**src/rtl/spi_engine_sdo_lane_scheduler.sv**
```systemverilog
// SDO lane scheduler: scans the lane mask into an ordered list of active
// lanes, then steers each upstream word to the next active lane slot and
// holds off upstream until the shift register takes the completed set.
module spi_engine_sdo_lane_scheduler #(
  parameter int NUM_OF_SDO = 4,
  parameter int DATA_WIDTH = 8
) (
  input  logic                  clk,
  input  logic                  reset,
  input  logic                  cfg_valid,
  input  logic [7:0]            cfg_mask,
  output logic                  cfg_ready,
  input  logic                  s_data_valid,
  input  logic [DATA_WIDTH-1:0] s_data,
  output logic                  s_data_ready,
  output logic                  lane_we,
  output logic [3:0]            lane_sel,
  output logic [DATA_WIDTH-1:0] lane_data,
  output logic                  set_ready,
  input  logic                  load_ack,
  output logic [3:0]            num_active,
  output logic                  busy
);

  // Lanes that physically exist; mask bits above them are always dropped.
  localparam logic [8:0] LANE_MASK_W = (9'd1 << NUM_OF_SDO) - 9'd1;
  localparam logic [7:0] LANE_MASK   = LANE_MASK_W[7:0];
  localparam logic [3:0] LAST_SCAN   = 4'(NUM_OF_SDO - 1);

  typedef enum logic [1:0] {
    SCAN      = 2'd0,
    FILL      = 2'd1,
    WAIT_LOAD = 2'd2
  } state_t;

  state_t                state_q, state_d;
  logic [7:0]            mask_q, mask_d;
  logic [3:0]            scan_idx_q, scan_idx_d;
  logic [3:0]            fill_idx_q, fill_idx_d;
  logic [3:0]            list_len_q, list_len_d;
  logic [3:0]            num_active_q, num_active_d;
  logic                  lane_we_q, lane_we_d;
  logic [3:0]            lane_sel_q, lane_sel_d;
  logic [DATA_WIDTH-1:0] lane_data_q, lane_data_d;
  logic                  set_ready_q, set_ready_d;

  // Ordered list of active physical lanes, built one entry per scan cycle.
  logic [3:0] active_list_q [8];
  logic       list_we;
  logic [2:0] list_waddr;
  logic [3:0] list_wdata;

  logic       bit_set;
  logic [3:0] scan_count;

  // Next-state logic and handshake outputs.
  always_comb begin
    state_d      = state_q;
    mask_d       = mask_q;
    scan_idx_d   = scan_idx_q;
    fill_idx_d   = fill_idx_q;
    list_len_d   = list_len_q;
    num_active_d = num_active_q;
    lane_we_d    = 1'b0;
    lane_sel_d   = lane_sel_q;
    lane_data_d  = lane_data_q;
    set_ready_d  = set_ready_q;
    list_we      = 1'b0;
    list_waddr   = 3'd0;
    list_wdata   = 4'd0;
    cfg_ready    = 1'b0;
    s_data_ready = 1'b0;
    bit_set      = mask_q[scan_idx_q[2:0]];
    scan_count   = list_len_q + {3'b000, bit_set};

    unique case (state_q)
      SCAN: begin
        if (bit_set) begin
          list_we    = 1'b1;
          list_waddr = list_len_q[2:0];
          list_wdata = scan_idx_q;
          list_len_d = list_len_q + 4'd1;
        end
        scan_idx_d = scan_idx_q + 4'd1;
        if (scan_idx_q == LAST_SCAN) begin
          // An empty mask falls back to lane 0 so there is always one lane.
          if (scan_count == 4'd0) begin
            list_we      = 1'b1;
            list_waddr   = 3'd0;
            list_wdata   = 4'd0;
            num_active_d = 4'd1;
          end else begin
            num_active_d = scan_count;
          end
          fill_idx_d = 4'd0;
          state_d    = FILL;
        end
      end

      FILL: begin
        // Reconfiguration only at a set boundary, and it beats data there.
        cfg_ready    = (fill_idx_q == 4'd0);
        s_data_ready = !(cfg_ready && cfg_valid);
        if (cfg_valid && cfg_ready) begin
          mask_d     = cfg_mask & LANE_MASK;
          scan_idx_d = 4'd0;
          list_len_d = 4'd0;
          state_d    = SCAN;
        end else if (s_data_valid) begin
          lane_we_d   = 1'b1;
          lane_sel_d  = active_list_q[fill_idx_q[2:0]];
          lane_data_d = s_data;
          if (fill_idx_q == num_active_q - 4'd1) begin
            fill_idx_d  = 4'd0;
            set_ready_d = 1'b1;
            state_d     = WAIT_LOAD;
          end else begin
            fill_idx_d = fill_idx_q + 4'd1;
          end
        end
      end

      WAIT_LOAD: begin
        if (load_ack) begin
          set_ready_d = 1'b0;
          state_d     = FILL;
        end
      end

      default: state_d = SCAN;
    endcase
  end

  // State and output registers; reset drops any partial set.
  always_ff @(posedge clk) begin
    if (reset) begin
      state_q      <= SCAN;
      mask_q       <= LANE_MASK;
      scan_idx_q   <= 4'd0;
      fill_idx_q   <= 4'd0;
      list_len_q   <= 4'd0;
      num_active_q <= 4'd0;
      lane_we_q    <= 1'b0;
      lane_sel_q   <= 4'd0;
      lane_data_q  <= '0;
      set_ready_q  <= 1'b0;
    end else begin
      state_q      <= state_d;
      mask_q       <= mask_d;
      scan_idx_q   <= scan_idx_d;
      fill_idx_q   <= fill_idx_d;
      list_len_q   <= list_len_d;
      num_active_q <= num_active_d;
      lane_we_q    <= lane_we_d;
      lane_sel_q   <= lane_sel_d;
      lane_data_q  <= lane_data_d;
      set_ready_q  <= set_ready_d;
    end
  end

  // Active-lane list storage; stale entries beyond num_active are never read.
  always_ff @(posedge clk) begin
    if (list_we) begin
      active_list_q[list_waddr] <= list_wdata;
    end
  end

  assign lane_we    = lane_we_q;
  assign lane_sel   = lane_sel_q;
  assign lane_data  = lane_data_q;
  assign set_ready  = set_ready_q;
  assign num_active = num_active_q;
  assign busy       = !(state_q == FILL && fill_idx_q == 4'd0);

endmodule

```
**config.mk**
```make
export PLATFORM = sky130hd
export DESIGN_NAME = spi_engine_sdo_lane_scheduler
export DESIGN_NICKNAME = d
export VERILOG_FILES = /design/src/rtl/spi_engine_sdo_lane_scheduler.sv
export SDC_FILE = /design/constraint.sdc
export NUM_CORES = 1
export LEC_CHECK = 0
export ABC_AREA = 0
export BUFFER_PORTS_ARGS = -buffer_cell sky130_fd_sc_hd__buf_2
export CAP_MARGIN = 20
export CORE_AREA = 2 2 78 88
export DETAILED_ROUTE_END_ITERATION = 16
export DIE_AREA = 0 0 80 90
export PLACE_DENSITY = 0.73
export RECOVER_POWER = 100
export SYNTH_ARGS = -nofsm -noshare
export SYNTH_HDL_FRONTEND = slang
export SYNTH_SLANG_ARGS = --single-unit
```
**constraint.sdc**
```tcl
create_clock -name clk -period 3 [get_ports clk]
set_input_delay 0.15 -clock clk [delete_from_list [all_inputs] [get_ports clk]]
set_output_delay 0.15 -clock clk [all_outputs]
set_load 0.01 [all_outputs]
```
# --- Yosys cells after proc, flatten, opt, wreduce, memory -nomap -nowiden ---
# Memory sizes are Yosys's and may differ from the RTL's. A register that Yosys moved wholly into a read port is not among the register bits.
# Index checks and enable logic that the tools add are counted.
op_classes:
  bitwise: 2
  n_addsub: 5
  eq_ne: 13
  reduce_logical: 18
  n_mux: 40
  order_cmp: 1
ops:
  columns: ["cell", "count"]
  rows:
  - ["4-bit two-way mux", 11]
  - ["4-bit one-hot mux with 2 select lines", 3]
  - ["1-bit two-way mux", 14]
  - ["2-bit inequality test (second input constant)", 7]
  - ["4-bit by 1-bit adder with 4-bit output (second input constant)", 3]
  - ["3-bit two-way mux", 4]
  - ["2-bit two-way mux", 5]
  - ["4-bit logical NOT", 2]
  - ["4-bit AND reduction", 2]
  - ["3-bit inequality test (second input constant)", 2]
  - ["2-bit one-hot mux with 3 select lines", 1]
  - ["2-bit AND reduction", 3]
  - ["3-bit AND reduction", 2]
  - ["5-bit AND reduction", 1]
  - ["4-bit by 1-bit adder with 4-bit output", 1]
  - ["4-bit by 2-bit equality test with 1-bit output (second input constant)", 1]
  - ["4-bit equality test", 1]
  - ["3-bit by 4-bit less-than comparator with 1-bit output (second input constant)", 1]
  - ["2-bit nonzero test", 2]
  - ["4-bit by 1-bit subtractor with 4-bit output (second input constant)", 1]
  - ["1-bit binary-select mux with 3-bit select", 1]
  - ["3-bit OR reduction", 1]
  - ["2-bit by 1-bit equality test with 1-bit output (second input constant)", 1]
  - ["2-bit equality test (second input constant)", 1]
  - ["5 further kinds", 8]
totals:
  inputBits: 21
  ramBits: 32
  n_memories: 1
  output_inout_bits: 21
  ff_bits: 32
mem_list:
  columns: ["memory", "words", "word_bits", "read_ports", "rd_ports_with_merged_regs", "write_ports", "line_no", "source"]
  rows:
  - ["active_list_q", 8, 4, 1, 1, 1, "48", "logic [3:0] active_list_q [8];"]

# --- Logic depth before layout (Yosys ltp) ---
# Gate-level depths: netlist of the first run.
depth:
  ltp_word: 9
  depth_mapped: 8
  ltp_nobuf: 7

# --- Worst setup path before layout of the first run ---
# OpenSTA, ideal clock, no wires.
synth_path:
  path_kind: "register -> register"
  startpoint: "register scan_idx_q[0]"
  endpoint: "memory active_list_q[2][0] (enable)"
  arrival_time_ns: 2.486
  setup_time_ns: 0.377
  slack_ns: 0.137
  stages_incl_launch_ff: 8
  synth_period_minus_slack_ns: 2.863
  t_required_ns: 2.623
  path_cell_list: "dfxtp_1 -> mux4_2 -> nor2b_1 -> ha_1 -> and3b_1 -> o21ai_0 -> a211oi_2 -> nor4_1"
synth_via:
  elab_chain_cells: 9
  elab_cells_between_ends: 15
  classes_between: "add/sub (1); eq/ne (1); mux (12); reduce/logical (1)"
synth_lines:
  columns: ["item", "line_no", "source"]
  rows:
  - ["from (decl)", "38", "logic [3:0] scan_idx_q, scan_idx_d;"]
  - ["from (signal assigned)", "150", "scan_idx_q <= scan_idx_d;"]
  - ["1-bit binary-select mux with 3-bit select", "73", "bit_set = mask_q[scan_idx_q[2:0]];"]
  - ["1-bit two-way mux (implied by the code)", "73", null]
  - ["4-bit by 1-bit adder with 4-bit output", "74", "scan_count = list_len_q + {3'b000, bit_set};"]
  - ["4-bit logical NOT", "87", "if (scan_count == 4'd0) begin"]
  - ["1-bit two-way mux", "87", null]
  - ["1-bit two-way mux", "85", "if (scan_idx_q == LAST_SCAN) begin"]
  - ["1-bit two-way mux", "76", "unique case (state_q)"]
  - ["1-bit two-way mux", "163", "if (list_we) begin"]
  - ["1-bit two-way mux (implied by the code)", "164", "active_list_q[list_waddr] <= list_wdata;"]
  - ["to (decl)", "48", null]
# Parallel ways exist; a longest one is shown, timed or not. The select of a mux whose other input is x is not followed.

# --- Worst setup path after layout of the first run ---
layout_path:
  startpoint: "register scan_idx_q[0]"
  endpoint: "memory active_list_q[5][0] (enable)"
# The elaborated chain is that of the path after synthesis.

==> results.yml, run 1 <==
pwr:
  power_w: 0.00218
  p_clk_share_pct: 28.7
  leakagePower_nw: 1.29
  p_seq_share_pct: 52.0
  ir_worst_vdd_mv: 0.296
  swShare_pct: 28.8
  p_int_w: 0.00155
  p_switching_w: 0.000630
  power_density_nw_per_um2: 601
  combPwrFrac_pct: 19.3
drt:
  routed_wl_mm: 6.17
  ant_nets: 0
  drt_iter0_markers: 168
  drcViolationCount: 0
  first_pass_iters: 4
  avgViaCountPerCell: 5.48
  vias: 2247
  wl_per_cell_um: 15.1
finish:
  drive_above_1_share_pct: 20.7
  utilization_pct: 57.2
  fin_cells: 410
  syn2layout_area_growth_pct: 16.0
  nets: 351
  regArea_um2: 1680
  multi_input_area_um2: 1420
  diodes: 0
  stdcell_area_um2: 3640
  fillers: 564
setup_path:
  crit_buf_inv: 1
  crit_slowest_cell: "mux4_2"
  cp.required_ns: 2.97
  crit_fanout: 8
  arrival_ns: 2.82
  critical_path.max_stage_delay_ns: 0.51
  crit_type: "reg -> reg"
  crit_path_cell_trace: "mux4_2 > nor2b_1 > ha_1 > and3b_1 > o21ai_0 > a211oi_2 > buf_4 > nor4_2"
  endpoint_kind: "register"
  startpoint_type: "register"
  critPathTopFamily: "simple AND/OR/NAND/NOR gates"
floorplanning:
  die_h_um: 90
  dieArea_um2: 7200
  start_util_pct: 49.3
  io_pins: 42
  die_x_um: 80
  core_um2: 6360
  num_rows: 31
logic_synthesis:
  avgSynthCellArea_um2: 11.6
  synthMostInstantiatedCell: "dfxtp_1"
  synth_area_leader_cell: "edfxtp_1"
  async_reset_ff_share_pct: 0
  synth_area_leaders: "edfxtp_1 31%, dfxtp_1 23%, mux4_2 6.5%"
  synth_common_cells: "36 x dfxtp_1, 32 x edfxtp_1, 30 x nor2_1, 16 x nand2_1, 15 x nand3_1"
  yosysSeqAreaShare_pct: 53.7
  synth_seq_cells: 68
  synth_edf_count: 32
  ys_types: 50
  synthCells: 270
  yosysWarnings: 0
  syn_area_um2: 3130
  synth_ff_type: "dfxtp_1"
  synth_top_area_share_pct: 30.7
timing:
  clock-skew-final_ns: 0.0123
  setup_viol: 0
  worst_pin_slew_ns: 0.790
  max_freq_mhz: 351
  finalMaxSlewViolations: 0
  finalCriticalPeriod_ns: 2.85
  relSlewSlack_pct: 47.3
  tns_ns: 0
  post-route-period-util_pct: 95.0
  final_hold_viol_count: 0
clocking:
  cts_sinks: 68
  tritoncts: "built"
  cts_made_buffers: 9
  cts_max_level: 3
  clk_path_buf_depth: 2
  clkTransAtPathRegs_ns: 0.07
  cts_root_buf: "clkbuf_8"
  clk_latency_ns: 0.34
grt:
  grt_pass1_wl_mm: 10.0
  grt_use_total_pct: 18.1
  grt.overflow.total: 0
  antenna_found_initial: 0
  grt_pass1_vias: 2082
  grt_max_degree: 32
placed_design:
  portBuffers: 37
  dpl_cell_area_um2: 3450
  dp_hpwl_mm: 4.42
  dp.cells: 392
  finalWeightedCongestion: 0.795
run:
  maxCapViolations: 0
status:
  status: "finished clean"
hold_path:
  hp-class: "in -> reg"
logic make-up (layout without fill, tap and decap cells):
family,Yosys count,after routing,synth area share [%]
DFF,68,68,53.7
other,1,8,0.120
AOI/OAI and AO/OA,37,37,8.98
xor gates and xnor gates,10,10,3.23
buffers and inverters,22,73,3.31
muxes,21,21,10.3
adders and majority gates,7,7,2.79
and+or+nand+nor,104,104,17.6
state kept, by name, summed over array words and instances, names as in the netlist:
register,flops
active_list_q,32
fill_idx_q,4
lane_data,8
lane_sel,4
lane_we,1
list_len_q,4
mask_q,4
num_active,4
scan_idx_q,4
set_ready,1
state_q,2
worst min-delay path: stages:
cell	delay [ns]
buf_2	0.07
nand2_1	0.04
nand3_1	0.06
power groups by stage:
stage / Sequential [W] / Clock (W) / Combinational [W]
finish: 0.00114 / 0.000627 / 0.000422
global route: 0.00115 / 0.000678 / 0.000472
CTS: 0.00114 / 0.000639 / 0.000416
detailed placement: 0.00116 / 0 / 0.000403
global placement: 0.00115 / 0 / 0.000391
floorplan: 0.00113 / 0 / 0.000302
routing by layer:
layer,track usage (%),share of wire [%],vias up,wire length [um]
li1,-,-,1104,-
met3,4.62,3.9,9,242
met1,23.4,45,1082,2780
met4,7.63,1.4,0,85
met5,0,0,-,0
met2,28.8,50,52,3060
per-stage QoR:
step | hold slack (ns) | setup slack [ns]
detailed placement | 0.362 | -0.0596
finish | 0.0218 | 0.151
floorplan | 0.255 | 0.137
global route | 0.0317 | -0.0102
CTS | 0.00261 | 0.0111
global placement | 0.357 | 0.0493
placed cells by master (no fill, tap or decap), types with 5 or more instances in the layout:
| cell type | instances |
|---|---|
| dfxtp_1 | 36 |
| edfxtp_1 | 32 |
| nor2_1 | 30 |
| clkbuf_1 | 25 |
| nand2_1 | 16 |
| buf_2 | 16 |
| nand3_1 | 15 |
| mux2i_1 | 12 |
| mux4_2 | 9 |
| clkbuf_8 | 9 |
| conb_1 | 8 |
| inv_1 | 7 |
| a211oi_1 | 7 |
| ha_1 | 7 |
| buf_4 | 7 |
| a21oi_1 | 6 |
| or2_2 | 5 |
| xor2_1 | 5 |
| o2111ai_1 | 5 |
worst paths after layout:
check / from / to / slack [ns] / cells past startpoint
setup / recovery: scan_idx_q[0] / active_list_q[5][0] / 0.15 / 8
hold / removal: cfg_mask[1] / mask_q[1] / 0.02 / 3
setup reg to reg: scan_idx_q[0] / active_list_q[5][0] / 0.15 / 8
hold reg to reg: mask_q[3] / mask_q[3] / 0.46 / 2
layout make-up:
class | instances | area share (%)
clock buffers | 11 | 3.61
clock inverters | 5 | 0.791
inverters | 7 | 0.722
multi-input cells | 187 | 38.9
flip-flops and latches | 68 | 46.2
well taps | 82 | 2.82
repair buffers | 50 | 6.91
what timing repair did:
action                                 in CTS  in global routing
hold buffers                                2                  0
gates cloned                                0                  0
resized for setup                           3                  6
setup endpoints to repair                  12                 24
endpoints found under the hold margin       2                  0
setup buffers                               0                  0
Power figures use the tool's default switching activity.
==> inputs of run 2 (changes only) <==
--- a/config.mk
+++ b/config.mk
@@ -13,6 +13,7 @@
 export DIE_AREA = 0 0 80 90
 export PLACE_DENSITY = 0.73
 export RECOVER_POWER = 100
+export REMOVE_ABC_BUFFERS = 1
 export SYNTH_ARGS = -nofsm -noshare
 export SYNTH_HDL_FRONTEND = slang
 export SYNTH_SLANG_ARGS = --single-unit
==> results.yml, run 2 (synthesized netlist as in run 1, its figures left out) <==
status:
  status: "finished clean"
drt:
  routed_wl_mm: 6.35
  ant_nets: 0
  first_pass_iters: 6
  drcViolationCount: 0
  wl_per_cell_um: 15.5
  drt_iter0_markers: 132
  vias: 2265
  avgViaCountPerCell: 5.54
finish:
  drive_above_1_share_pct: 21.1
  mostFrequentLayoutCell: "dfxtp_1"
  regMostFlops: "active_list_q"
  fillers: 564
  largest_reg_flops: 32
  final_cell_mix: "36 x dfxtp_1, 32 x edfxtp_1, 30 x nor2_1"
  nets: 350
  syn2layout_area_growth_pct: 17.1
  diodes: 0
setup_path:
  endpoint_kind: "register"
  startpoint_type: "register"
  reg2reg_setup_slack_ns: 0.01
  ff2ff_path_depth: 8
  critical_path.max_stage_delay_ns: 0.64
  crit_fanout: 8
  crit_type: "reg -> reg"
  crit_path_cell_trace: "mux4_2 > nor2b_1 > ha_1 > and3b_1 > o21ai_0 > a211oi_2 > buf_4 > nor4_1"
  cp.required_ns: 2.97
  arrival_ns: 2.96
  reg2reg_from: "scan_idx_q[0]"
  regToRegEndpoint: "active_list_q[6][0]"
  crit_slowest_cell: "nor4_1"
floorplanning:
  io_pins: 42
  core_um2: 6360
  dieArea_um2: 7200
  die_x_um: 80
  start_util_pct: 49.3
  num_rows: 31
  die_h_um: 90
timing:
  clock-skew-final_ns: 0.0109
  setup_viol: 0
  rsz0062_at_grt: "yes"
  final_hold_viol_count: 0
  relSlewSlack_pct: 39.4
  setup_slack_ns: 0.0114
  max_freq_mhz: 335
  finalCriticalPeriod_ns: 2.99
  worst_pin_slew_ns: 0.908
  post-route-period-util_pct: 99.6
  finalMaxSlewViolations: 0
grt:
  grt.overflow.total: 0
  grt_pass1_wl_mm: 10.4
  grt_pass1_vias: 2225
  grt_use_total_pct: 18.8
  antenna_found_initial: 0
  grt_max_degree: 32
pwr:
  leakagePower_nw: 1.33
  power_w: 0.00240
  ir_worst_vdd_mv: 0.310
  power_density_nw_per_um2: 652
placed_design:
  dp_hpwl_mm: 4.46
  portBuffers: 37
  finalWeightedCongestion: 0.818
  pre_cts_slack_ns: -0.0959
clocking:
  tritoncts: "built"
  cts_hold_buf: 0
  clk_path_buf_depth: 2
  cts_max_level: 3
  clk_latency_ns: 0.35
  clkTransAtPathRegs_ns: 0.08
  cts_root_buf: "clkbuf_8"
  cts_made_buffers: 9
  cts_sinks: 68
hold_path:
  holdCritStartpoint: "cfg_mask[1]"
  hold-path-endpoint: "mask_q[1]"
  hp-class: "in -> reg"
  hold_depth: 3
run:
  maxCapViolations: 0
[run 2: cell types whose count changed in the layout (fill, tap and decap cells not counted), moves of 2 or more]
cell and change:
clkbuf_1 -3, clkbuf_16 +3, buf_4 +2, clkinvlp_4 -2, dlygate4sd3_1 -2, nor3b_1 +2
nor3b_2 -2
[run 2: how the worst max path moves through the flow]
| stage | startpoint | to | slack [ns] |
|---|---|---|---|
| finish | scan_idx_q[0] | active_list_q[6][0] | 0.01 |
| CTS | scan_idx_q[0] | active_list_q[6][0] | 0.009 |
| global placement | scan_idx_q[0] | active_list_q[5][2] | 0.09 |
| detailed placement | scan_idx_q[0] | active_list_q[5][0] | -0.1 |
| floorplan | scan_idx_q[0] | active_list_q[1][0] | 0.14 |
| global route | scan_idx_q[0] | active_list_q[2][0] | -0.12 |
[run 2: worst max-delay path, delay by kind of cell, from the launching register on]
kind	cells	cell delay, ns
AND/OR/NAND/NOR	3	0.96
flip-flops	1	0.36
buffers and inverters	1	0.19
adder cells (fa/ha/maj)	1	0.18
AO/OA/AOI/OAI	2	0.42
multiplexers	1	0.51
[run 2: area by class of cell]
cell class / count / area [um^2] / area share (%)
clock buffer: 13 / 213 / 5.79
inverter: 7 / 26.3 / 0.716
sequential: 68 / 1680 / 45.8
multi-input combinational: 187 / 1390 / 37.7
timing repair buffer: 49 / 243 / 6.61
clock inverter: 3 / 20.0 / 0.545
tap: 82 / 103 / 2.79
[run 2: through the flow]
step | hold WS, ns | cells | area (um^2) | utilization (%) | TNS [ns]
6_report | 0.00456 | 409 | 3670 | 57.7 | 0
5_1_grt | 0.0110 | 409 | 3670 | 57.7 | -2.14
3_3_place_gp | 0.357 | 393 | 3460 | 54.4 | 0
3_5_place_dp | 0.365 | 393 | 3460 | 54.4 | -0.383
4_1_cts | 0.000315 | 409 | 3710 | 58.4 | 0
2_1_floorplan | 0.219 | 262 | 3080 | - | 0
[run 2: routing by layer]
layer  track usage (%)  vias to the layer above  wire length, um
li1                  -                     1105                -
met1              22.5                     1083             2580
met2              31.8                       65             3300
met3              5.32                       12              313
met4              6.92                        0              152
met5                 0                        -                0
[run 2: repair_timing]
| item | 4_1_cts | 5_1_grt |
|---|---|---|
| buffers inserted | 0 | 0 |
| gates resized for setup | 3 | 2 |
| setup endpoints to repair | 7 | 24 |
[run 2: where the power goes]
part | internal [W] | switching [W] | total [W]
logic | 0.000185 | 0.000241 | 0.000426
clock network | 0.000475 | 0.000360 | 0.000835
registers | 0.00108 | 0.0000561 | 0.00113
total | 0.00174 | 0.000657 | 0.00240
